`src/rtl/ahbl_req_master.sv`:
```
// ahbl_req_master
// Converts a simple valid/ready request stream into single NONSEQ transfers
// on an AHB-Lite master port. There are two pipeline stages, the address
// phase (APH) and the data phase (DPH), so zero-wait transfers run one per
// cycle. Each accepted request gets exactly one response, and responses
// come back in request order.
//
// Ports
//   clk, rst_n                    clock, asynchronous active-low reset
//   req_valid/req_ready           request handshake
//   req_addr/req_write/req_size   request address, direction, HSIZE (0..2)
//   req_wdata                     write data, already byte-lane aligned
//   rsp_valid/rsp_rdata/rsp_err   one-cycle response pulse per request
//   bus_fault                     sticky; set when a data phase times out
//   ahbm_*                        AHB-Lite master signals
module ahbl_req_master #(
    parameter int W_ADDR  = 32,
    parameter int W_DATA  = 32,
    parameter int TIMEOUT = 255
) (
    input  logic              clk,
    input  logic              rst_n,
    input  logic              req_valid,
    output logic              req_ready,
    input  logic [W_ADDR-1:0] req_addr,
    input  logic              req_write,
    input  logic [2:0]        req_size,
    input  logic [W_DATA-1:0] req_wdata,
    output logic              rsp_valid,
    output logic [W_DATA-1:0] rsp_rdata,
    output logic              rsp_err,
    output logic              bus_fault,
    output logic [W_ADDR-1:0] ahbm_haddr,
    output logic              ahbm_hwrite,
    output logic [2:0]        ahbm_hsize,
    output logic [1:0]        ahbm_htrans,
    output logic [2:0]        ahbm_hburst,
    output logic [3:0]        ahbm_hprot,
    output logic              ahbm_hmastlock,
    output logic [W_DATA-1:0] ahbm_hwdata,
    input  logic              ahbm_hready,
    input  logic              ahbm_hresp,
    input  logic [W_DATA-1:0] ahbm_hrdata
);

    localparam int         W_CNT         = $clog2(TIMEOUT + 1);
    localparam logic [1:0] HTRANS_IDLE   = 2'b00;
    localparam logic [1:0] HTRANS_NONSEQ = 2'b10;

    logic              aph_valid_q, aph_valid_d;
    logic [W_ADDR-1:0] aph_addr_q,  aph_addr_d;
    logic              aph_write_q, aph_write_d;
    logic [2:0]        aph_size_q,  aph_size_d;
    logic [W_DATA-1:0] aph_wdata_q, aph_wdata_d;
    logic              dph_valid_q, dph_valid_d;
    logic              dph_write_q, dph_write_d;
    logic [W_DATA-1:0] dph_wdata_q, dph_wdata_d;
    // A request that was dropped from APH still owes an error response.
    // It is issued only after the DPH transfer ahead of it has responded.
    logic              cxl_q,       cxl_d;
    logic [W_CNT-1:0]  wait_cnt_q,  wait_cnt_d;
    logic              bus_fault_q, bus_fault_d;
    logic              rsp_valid_q, rsp_valid_d;
    logic [W_DATA-1:0] rsp_rdata_q, rsp_rdata_d;
    logic              rsp_err_q,   rsp_err_d;

    logic err_first;
    logic timeout_hit;
    logic accept;
    logic req_legal;

    // The first cycle of a two-cycle ERROR response is detected here. A
    // timeout fires at the edge that would make this the TIMEOUT-th wait cycle.
    // No request is accepted while the slave signals an error or a timeout
    // is in progress, so that HTRANS is IDLE in the second error cycle.
    always_comb begin
        err_first   = dph_valid_q && !ahbm_hready && ahbm_hresp;
        timeout_hit = dph_valid_q && !ahbm_hready &&
                      (wait_cnt_q == W_CNT'(TIMEOUT - 1));
        req_ready   = !bus_fault_q && !timeout_hit &&
                      !(dph_valid_q && ahbm_hresp) &&
                      (!aph_valid_q || ahbm_hready);
        accept      = req_valid && req_ready;
        req_legal   = (req_size == 3'd0) ||
                      (req_size == 3'd1 && !req_addr[0]) ||
                      (req_size == 3'd2 && req_addr[1:0] == 2'b00);
    end

    // Pipeline advance, error cancellation, timeout and response generation.
    always_comb begin
        aph_valid_d = aph_valid_q;
        aph_addr_d  = aph_addr_q;
        aph_write_d = aph_write_q;
        aph_size_d  = aph_size_q;
        aph_wdata_d = aph_wdata_q;
        dph_valid_d = dph_valid_q;
        dph_write_d = dph_write_q;
        dph_wdata_d = dph_wdata_q;
        cxl_d       = cxl_q;
        bus_fault_d = bus_fault_q;
        rsp_valid_d = 1'b0;
        rsp_rdata_d = '0;
        rsp_err_d   = 1'b0;

        if (ahbm_hready) begin
            dph_valid_d = aph_valid_q;
            dph_write_d = aph_write_q;
            dph_wdata_d = aph_wdata_q;
            aph_valid_d = 1'b0;
        end

        if (err_first || timeout_hit) begin
            if (aph_valid_q) begin
                cxl_d = 1'b1;
            end
            aph_valid_d = 1'b0;
        end

        if (timeout_hit) begin
            dph_valid_d = 1'b0;
            bus_fault_d = 1'b1;
        end

        if (accept) begin
            aph_valid_d = 1'b1;
            aph_addr_d  = req_addr;
            aph_write_d = req_write;
            aph_size_d  = req_size;
            aph_wdata_d = req_wdata;
        end

        if (dph_valid_q && !ahbm_hready && !timeout_hit) begin
            wait_cnt_d = wait_cnt_q + W_CNT'(1);
        end else begin
            wait_cnt_d = '0;
        end

        if (dph_valid_q && ahbm_hready) begin
            rsp_valid_d = 1'b1;
            rsp_rdata_d = dph_write_q ? '0 : ahbm_hrdata;
            rsp_err_d   = ahbm_hresp;
        end else if (timeout_hit) begin
            rsp_valid_d = 1'b1;
            rsp_err_d   = 1'b1;
        end else if (cxl_q && !dph_valid_q) begin
            rsp_valid_d = 1'b1;
            rsp_err_d   = 1'b1;
            cxl_d       = 1'b0;
        end
    end

    always_ff @(posedge clk or negedge rst_n) begin
        if (!rst_n) begin
            aph_valid_q <= 1'b0;
            aph_addr_q  <= '0;
            aph_write_q <= 1'b0;
            aph_size_q  <= 3'd0;
            aph_wdata_q <= '0;
            dph_valid_q <= 1'b0;
            dph_write_q <= 1'b0;
            dph_wdata_q <= '0;
            cxl_q       <= 1'b0;
            wait_cnt_q  <= '0;
            bus_fault_q <= 1'b0;
            rsp_valid_q <= 1'b0;
            rsp_rdata_q <= '0;
            rsp_err_q   <= 1'b0;
        end else begin
            aph_valid_q <= aph_valid_d;
            aph_addr_q  <= aph_addr_d;
            aph_write_q <= aph_write_d;
            aph_size_q  <= aph_size_d;
            aph_wdata_q <= aph_wdata_d;
            dph_valid_q <= dph_valid_d;
            dph_write_q <= dph_write_d;
            dph_wdata_q <= dph_wdata_d;
            cxl_q       <= cxl_d;
            wait_cnt_q  <= wait_cnt_d;
            bus_fault_q <= bus_fault_d;
            rsp_valid_q <= rsp_valid_d;
            rsp_rdata_q <= rsp_rdata_d;
            rsp_err_q   <= rsp_err_d;
        end
    end

    assign ahbm_htrans    = aph_valid_q ? HTRANS_NONSEQ : HTRANS_IDLE;
    assign ahbm_haddr     = aph_addr_q;
    assign ahbm_hwrite    = aph_write_q;
    assign ahbm_hsize     = aph_size_q;
    assign ahbm_hwdata    = (dph_valid_q && dph_write_q) ? dph_wdata_q : '0;
    assign ahbm_hburst    = 3'b000;
    assign ahbm_hprot     = 4'b0011;
    assign ahbm_hmastlock = 1'b0;
    assign rsp_valid      = rsp_valid_q;
    assign rsp_rdata      = rsp_rdata_q;
    assign rsp_err        = rsp_err_q;
    assign bus_fault      = bus_fault_q;

    // An accepted request must use HSIZE 0..2 and be aligned to that size.
    a_req_legal: assert property (@(posedge clk) disable iff (!rst_n)
        accept |-> req_legal);

endmodule

```
`config.mk`:
```
export PLATFORM = sky130hd
export DESIGN_NAME = ahbl_req_master
export DESIGN_NICKNAME = d
export VERILOG_FILES = /design/src/rtl/ahbl_req_master.sv
export SDC_FILE = /design/constraint.sdc
export NUM_CORES = 1
export LEC_CHECK = 0
export ABC_CLOCK_PERIOD_IN_PS = 3400
export CORE_MARGIN = 10
export CORE_UTILIZATION = 51
export DETAILED_ROUTE_END_ITERATION = 7
export HOLD_SLACK_MARGIN = 0.15
export PLACE_DENSITY = 0.86
export SKIP_LAST_GASP = 1
export SYNTH_ARGS = -nofsm -noshare
export SYNTH_HDL_FRONTEND = slang
export SYNTH_SLANG_ARGS = --single-unit
```
`constraint.sdc`:
```
create_clock -name clk -period 3.4 [get_ports clk]
set_clock_uncertainty 0.1 [all_clocks]
set_input_delay 0.85 -clock clk [delete_from_list [all_inputs] [get_ports clk]]
set_output_delay 0.85 -clock clk [all_outputs]
set_load 0.03 [all_outputs]
```
==> results of run 1 <==
-- registers in the layout (all words and copies together), names as in the netlist --
register     cells
bus_fault        1
aph_wdata_q     32
rsp_rdata       32
cxl_q            1
ahbm_hwrite      1
ahbm_haddr      32
wait_cnt_q       8
dph_valid_q      1
rsp_valid        1
dph_wdata_q     32
ahbm_hsize       3
aph_valid_q      1
dph_write_q      1
rsp_err          1
-- worst paths after layout --
check / startpoint / end / cells past startpoint
max: dph_write_q$_DFFE_PN0P_ / ahbm_hwdata[13] / 2
max in group asynchronous: rst_n / dph_valid_q$_DFFE_PN0P_ / 2
max reg2reg: dph_valid_q$_DFFE_PN0P_ / ahbm_hsize[0]$_DFFE_PN0P_ / 5
min: rst_n / aph_wdata_q[16]$_DFFE_PN0P_ / 1
min reg2reg: dph_wdata_q[15]$_DFFE_PN0P_ / dph_wdata_q[15]$_DFFE_PN0P_ / 1
min in group clk: dph_wdata_q[15]$_DFFE_PN0P_ / dph_wdata_q[15]$_DFFE_PN0P_ / 1
-- layout make-up --
class,count,area (um^2)
fillers,951,3970
flip-flops and latches,147,3680
multi-input cells,433,3080
repair buffers,228,2280
clock buffers,20,457
well taps,180,225
clock inverters,12,178
inverters,2,7.51
diodes,1,2.50
-- placed cells by master, fill, tap and decap left out, drive strengths merged, types with 2 or more instances in the layout --
cell type      synthesis  layout
a21oi                  3       3
a311oi                 2       2
a31oi                  2       2
and2                  33      33
and3                  33      33
buf                   51      22
bufinv                 0       4
clkbuf                53      20
clkdlybuf4s50          0     206
clkinv                 0       5
conb                   2       9
dfrtp                147     147
ha                     2       2
inv                    2       4
mux2                  33      33
nand2                 11      11
nand2b                 3       3
nand3                  2       2
nand4                138     138
nor2                   5       5
nor2b                  3       3
o211ai                68      68
o21a                   3       3
o21ai                  5       5
o31ai                 69      69
or4                    2       2
-- cells in the mapped netlist, drive strengths merged (2+ instances only) --
cell type,count
nand2b,3
nor2,5
o21ai,5
inv,2
or4,2
a311oi,2
nand3,2
dfrtp,147
a31oi,2
and3,33
nand4,138
and2,33
o211ai,68
o21a,3
nor2b,3
mux2,33
conb,2
o31ai,69
clkbuf,53
ha,2
a21oi,3
buf,51
nand2,11
-- metrics by stage --
step	instances	cell area, um^2	worst slack [ns]
5_1_grt	1023	9910	0.00636
4_1_cts	1022	9910	0.0321
6_report	1023	9910	0.0988
3_3_place_gp	990	9270	0.202
3_5_place_dp	990	9270	0.222
2_1_floorplan	686	7270	0.165
-- routing by layer --
layer / GRT usage / vias to the layer above / part of all wire
li1: - / 2919 / -
met1: 0.302 / 3333 / 0.39
met2: 0.393 / 448 / 0.48
met3: 0.0853 / 58 / 0.10
met4: 0.0862 / 0 / 0.028
met5: 0 / - / 0
-- timing repair --
action	4_1_cts	5_1_grt
setup endpoints to repair	0	6
resized for setup	0	1
buffers inserted	0	0
-- cells by family after synthesis --
kind of cell,Yosys count
other,2
AO/OA/AOI/OAI,153
AND/OR/NAND/NOR,234
adder cells (fa/ha/maj),2
buffers and inverters,106
flip-flops,147
XOR/XNOR,2
multiplexers,33
-- critical path: cells and delay by family (launching register included) --
kind                   cells  cell delay (ns)
DFF                        1             0.92
and+or+nand+nor            1             0.31
buffers and inverters      1             0.69
-- where the power goes --
| group | total [W] | switching, W | internal (W) | leakage (nW) |
|---|---|---|---|---|
| clock | 0.00201 | 0.000744 | 0.00127 | 0.311 |
| combinational | 0.00145 | 0.000805 | 0.000641 | 1.88 |
| sequential | 0.00228 | 0.000241 | 0.00204 | 1.87 |
==> results by group, run 1 <==
Outcome
  – Status: completed

Critical path
  – Worst path max stage delay: 0.92 ns
  – Critical setup path kind: reg2out
  – Worst path cell trace: and3_1 -> clkdlybuf4s50_1
  – Crit path capture type: primary output
  – Crit Path Max Fanout: 34
  – Crit path max-delay cell type: dfrtp_1
  – CP Data Arrival Time: 2.35 ns
  – Reg2reg setup slack: 0.84 ns
  – Req. time, crit path: 2.45 ns
  – Startpoint type of the worst setup path: register

Synthesis
  – Mapped Area: 7250 um^2
  – Post-synth top area share: 0.508
  – Largest family of logic cells by synthesized area: simple AND/OR/NAND/NOR gates
  – Seq cells post-synth: 147
  – Synth Area in Simple Gates: 0.200
  – Yosys warns: 0
  – Top cells by area, synth: dfrtp_1 (51%), nand4_1 (12%), o31ai_1 (7.1%)
  – Async SR Flop Fraction: 1.00
  – Synth Area in XOR/XNOR: 0.00242
  – Cells after Synth: 679
  – Ys flop type: dfrtp_1
  – Yosys top cell by area: dfrtp_1
  – Post-synth cell types: 36
  – Post-synth EDFFs: 0
  – Sequential share of the synthesized area: 0.508
  – Multiplexer area fraction after synthesis: 0.0513
  – Adder-cell share of the synthesized area: 0.00345
  – Synth Area per Inst: 10.7 um^2
  – Synth Area in Compound Gates: 0.159

STA
  – Final setup violation count: 0
  – RSZ-0062 raised after global routing: false
  – Setup TNS: 0 ns
  – Slew HR: 0.403
  – Final min period: 3.30 ns
  – Hold Vio Cnt, Final: 0
  – Final Cycle Share: 0.971
  – Hold WS: 0.343 ns
  – Max Slew Vio Count: 0
  – Highest clock rate: 303 MHz
  – Worst Max-Slew Pin Slew: 0.895 ns

Cells and area
  – Final core occ: 0.714
  – Share of layout cells above drive strength 1: 0.124
  – Final #Nets: 936
  – Area Overhead vs Synth: 36.8%

Die
  – Core area: 13,900 um^2
  – Vert. Die Dim: 139 um
  – Die width: 139 um
  – Core Rows: 43
  – # IOs: 219
  – Initial Util: 0.522
  – Die area: 19,400 um^2

Pwr
  – Cell Pwr Density: 579 nW/um^2
  – Leakage: 4.06 nW
  – Tot Pwr: 0.00574 W
  – Peak supply drop: 354 uV

Clock tree
  – CTS buffer count: 17
  – Worst-path clk slew: 0.06 ns
  – H-tree depth: 4
  – Clock root buffer: clkbuf_16
  – TritonCTS clock tree: yes
  – Hold-fix buffers, CTS: 0
  – Clock Sinks: 147
  – Clock Path Buffers: 2
  – Worst skew pair latency: 0.42 ns

Worst hold path
  – Worst hold path class: in2async

Placement
  – # port buffers: 209
  – RePlAce Congestion: 0.861
  – HPWL after DPL: 15,700 um

Routing
  – Initial DRT Pass Iterations: 5
  – Drt wl/cell: 23.7 um
  – Final WL: 24,300 um
  – Initial DRC count: 792
  – Via count: 6,758
  – DRC viols: 0
  – ANT nets after route: 0
  – Vias/cell: 6.61

Global route
  – All-layer global routing usage: 0.246
  – First-pass GRT wire length: 39,300 um
  – Grt ovf: 0
  – Vias in the first global route: 6,929
  – Antenna violations before repair: 1
  – Largest net degree at the start of global routing: 71

Job
  – Max-cap viol count: 0
(Power assumes the default switching activity.)
==> run 2, diff against run 1 <==
Settings changed: GPL_TIMING_DRIVEN from default to 0.
==> run 2 against run 1 <==
Compared with the run above: global-route usage fell by 0.14 points; critical path depth rose by 5; die area did not move; routed wire length rose by 1.5%; first-iteration DRC count rose by 14%; combinational power rose by 4%; via count rose by 2.8%; largest cell class unchanged; largest power group unchanged; highest routed layer unchanged.
==> results by group, run 2 (synthesis gave the netlist of run 1 again) <==
STA
  – Max Slew Vio Count: 0 (unchanged)
  – Final Cycle Share: 0.972 (was 0.971)
  – Highest clock rate: 303 MHz (about the same)
  – Hold WS: 0.260 ns (was 0.343 ns)
  – Setup TNS: 0 ns (unchanged)
  – Final setup violation count: 0 (unchanged)
  – Final min period: 3.30 ns (about the same)
  – Hold Vio Cnt, Final: 0 (unchanged)
  – RSZ-0062 raised after global routing: false (unchanged)
  – Worst Max-Slew Pin Slew: 0.763 ns (was 0.895 ns)
  – Slew HR: 0.486 (was 0.403)

Cells and area
  – Commonest non-fill, non-tap cell in the layout: clkdlybuf4s50_1 (unchanged)
  – Antenna Cells: 0 (was 1)
  – Area Overhead vs Synth: 42.0% (was 36.8%)
  – Commonest non-fill, non-tap cells in the layout: clkdlybuf4s50_1 (207), dfrtp_1 (147), nand4_1 (137) (was clkdlybuf4s50_1 (206), dfrtp_1 (146), nand4_1 (137))
  – Final #Nets: 1,021 (was 936)
  – # fillers: 978 (was 951)
  – Share of layout cells above drive strength 1: 0.141 (was 0.124)

Global route
  – Met1 GRT Util: 0.299 (was 0.302)
  – Met2 Use GR: 0.390 (was 0.393)
  – Largest net degree at the start of global routing: 101 (was 71)
  – First-pass GRT wire length: 38,800 um (was 39,300 um)
  – Vias in the first global route: 6,991 (was 6,929)
  – All-layer global routing usage: 0.245 (was 0.246)
  – Antenna violations before repair: 1 (unchanged)
  – Met3 Usage GRT: 0.0925 (was 0.0853)
  – Grt ovf: 0 (unchanged)
  – GR peak layer: met2 (unchanged)

Clock tree
  – CTS buffer count: 17 (unchanged)
  – TritonCTS clock tree: yes (unchanged)
  – Worst skew pair latency: 0.42 ns (about the same)
  – H-tree depth: 4 (unchanged)
  – Worst-path clk slew: 0.06 ns (about the same)
  – Clock Path Buffers: 2 (unchanged)
  – Clock Sinks: 147 (unchanged)
  – Clock root buffer: clkbuf_16 (unchanged)
  – Hold-fix buffers, CTS: 0 (unchanged)

Placement
  – RePlAce Congestion: 0.872 (was 0.861)
  – HPWL after DPL: 17,400 um (was 15,700 um)
  – # port buffers: 209 (unchanged)

Critical path
  – Crit. Startpoint: ahbm_hready (was dph_write_q$_DFFE_PN0P_)
  – Startpoint type of the worst setup path: primary input (was register)
  – Crit Path Max Fanout: 10 (was 34)
  – CP Data Arrival Time: 2.35 ns (about the same)
  – Crit path capture type: primary output (unchanged)
  – Reg2reg start: wait_cnt_q[0]$_DFF_PN0_ (was dph_valid_q$_DFFE_PN0P_)
  – Cells on worst reg2reg path: 8 (was 5)
  – Reg2reg setup slack: 1.39 ns (was 0.84 ns)
  – Reg-to-Reg End: ahbm_haddr[17]$_DFFE_PN0P_ (was ahbm_hsize[0]$_DFFE_PN0P_)
  – Critical setup path kind: in2out (was reg2out)
  – Req. time, crit path: 2.45 ns (about the same)
  – Worst Setup EP: req_ready (was ahbm_hwdata[13])

Pwr
  – Peak supply drop: 407 uV (was 354 uV)
  – Share of power burned in registers: 0.384 (was 0.397)
  – Logic pwr share: 0.257 (was 0.252)
  – Switch Pwr: 0.00182 W (was 0.00179 W)
  – Internal: 0.00404 W (was 0.00395 W)
  – Switching share of power: 0.311 (was 0.312)
  – Clk pwr share: 0.359 (was 0.351)
  – Leakage: 4.28 nW (was 4.06 nW)
  – Cell Pwr Density: 570 nW/um^2 (was 579 nW/um^2)

Routing
  – Initial DRC count: 902 (was 792)
  – Vias/cell: 6.28 (was 6.61)
  – DRC viols: 0 (unchanged)
  – Via count: 6,949 (was 6,758)
  – ANT nets after route: 0 (unchanged)
  – Initial DRT Pass Iterations: 6 (was 5)
  – Final WL: 24,700 um (was 24,300 um)
  – Drt wl/cell: 22.3 um (was 23.7 um)

Die
  – Vert. Die Dim: 139 um (unchanged)
  – # IOs: 219 (unchanged)
  – Core area: 13,900 um^2 (unchanged)
  – Die area: 19,400 um^2 (unchanged)
  – Die width: 139 um (unchanged)
  – Initial Util: 0.522 (unchanged)
  – Core Rows: 43 (unchanged)

Worst hold path
  – Worst hold path class: in2async (unchanged)

Job
  – Max-cap viol count: 0 (unchanged)

Outcome
  – Status: completed (unchanged)
run 2: worst min-delay path by stage:
stage                               start                    endpoint  slack [ns]  cells after the start
2_1_floorplan  dph_wdata_q[0]$_DFFE_PN0P_  dph_wdata_q[0]$_DFFE_PN0P_        0.37                      1
3_3_place_gp   dph_wdata_q[2]$_DFFE_PN0P_  dph_wdata_q[2]$_DFFE_PN0P_        0.38                      1
3_5_place_dp   dph_wdata_q[2]$_DFFE_PN0P_  dph_wdata_q[2]$_DFFE_PN0P_        0.39                      1
4_1_cts                             rst_n     wait_cnt_q[0]$_DFF_PN0_        0.27                      1
5_1_grt                             rst_n     wait_cnt_q[2]$_DFF_PN0_        0.28                      1
6_report                            rst_n  ahbm_haddr[20]$_DFFE_PN0P_        0.26                      1
run 2: power by group through the flow:
stage,registers [W],clock network (W),logic (W)
global placement,0.00226,0,0.00147
finish,0.00225,0.00210,0.00151
detailed placement,0.00227,0,0.00150
floorplan,0.00243,0,0.000633
CTS,0.00224,0.00211,0.00151
global route,0.00228,0.00217,0.00161
run 2: layout make-up:
cell class                 instances  area [um^2]  area share
buffer                           102          537      0.0522
clock buffer                      20          457      0.0444
clock inverter                    12          201      0.0196
inverter                           2         7.51    0.000729
multi-input combinational        433         3060       0.297
sequential                       147         3680       0.357
tap                              180          225      0.0219
timing repair buffer             211         2130       0.207
run 2: per-stage QoR:
stage / power [W] / cells / worst slack (ns) / utilization / area [um^2]
after floorplan: 0.00307 / 686 / 0.165 / - / 7270
after global placement: 0.00373 / 1075 / -4.43 / 0.691 / 9590
after detailed placement: 0.00377 / 1076 / -0.654 / 0.693 / 9620
after CTS: 0.00586 / 1108 / -0.0507 / 0.741 / 10300
after global routing: 0.00607 / 1107 / 0.0529 / 0.741 / 10300
final: 0.00586 / 1107 / 0.0956 / 0.741 / 10300
run 2: timing repair:
| item | 4_1_cts | 5_1_grt |
|---|---|---|
| endpoints found under the setup margin | 28 | 18 |
| resized for setup | 9 | 8 |
| setup buffers | 1 | 0 |
| pin swaps | 1 | 0 |
run 2: critical path, stage by stage:
cell	delay, ns
clkdlybuf4s50_1	0.50
nand2b_1	0.20
buf_6	0.14
nor3_4	0.24
buf_6	0.19
nor4_2	0.05
buf_4	0.18
run 2: routing by layer:
metal | wire length, um | up-vias
met1 | 9740 | 3379
met5 | 0 | -
li1 | - | 3091
met2 | 11700 | 432
met4 | 558 | 0
met3 | 2670 | 47
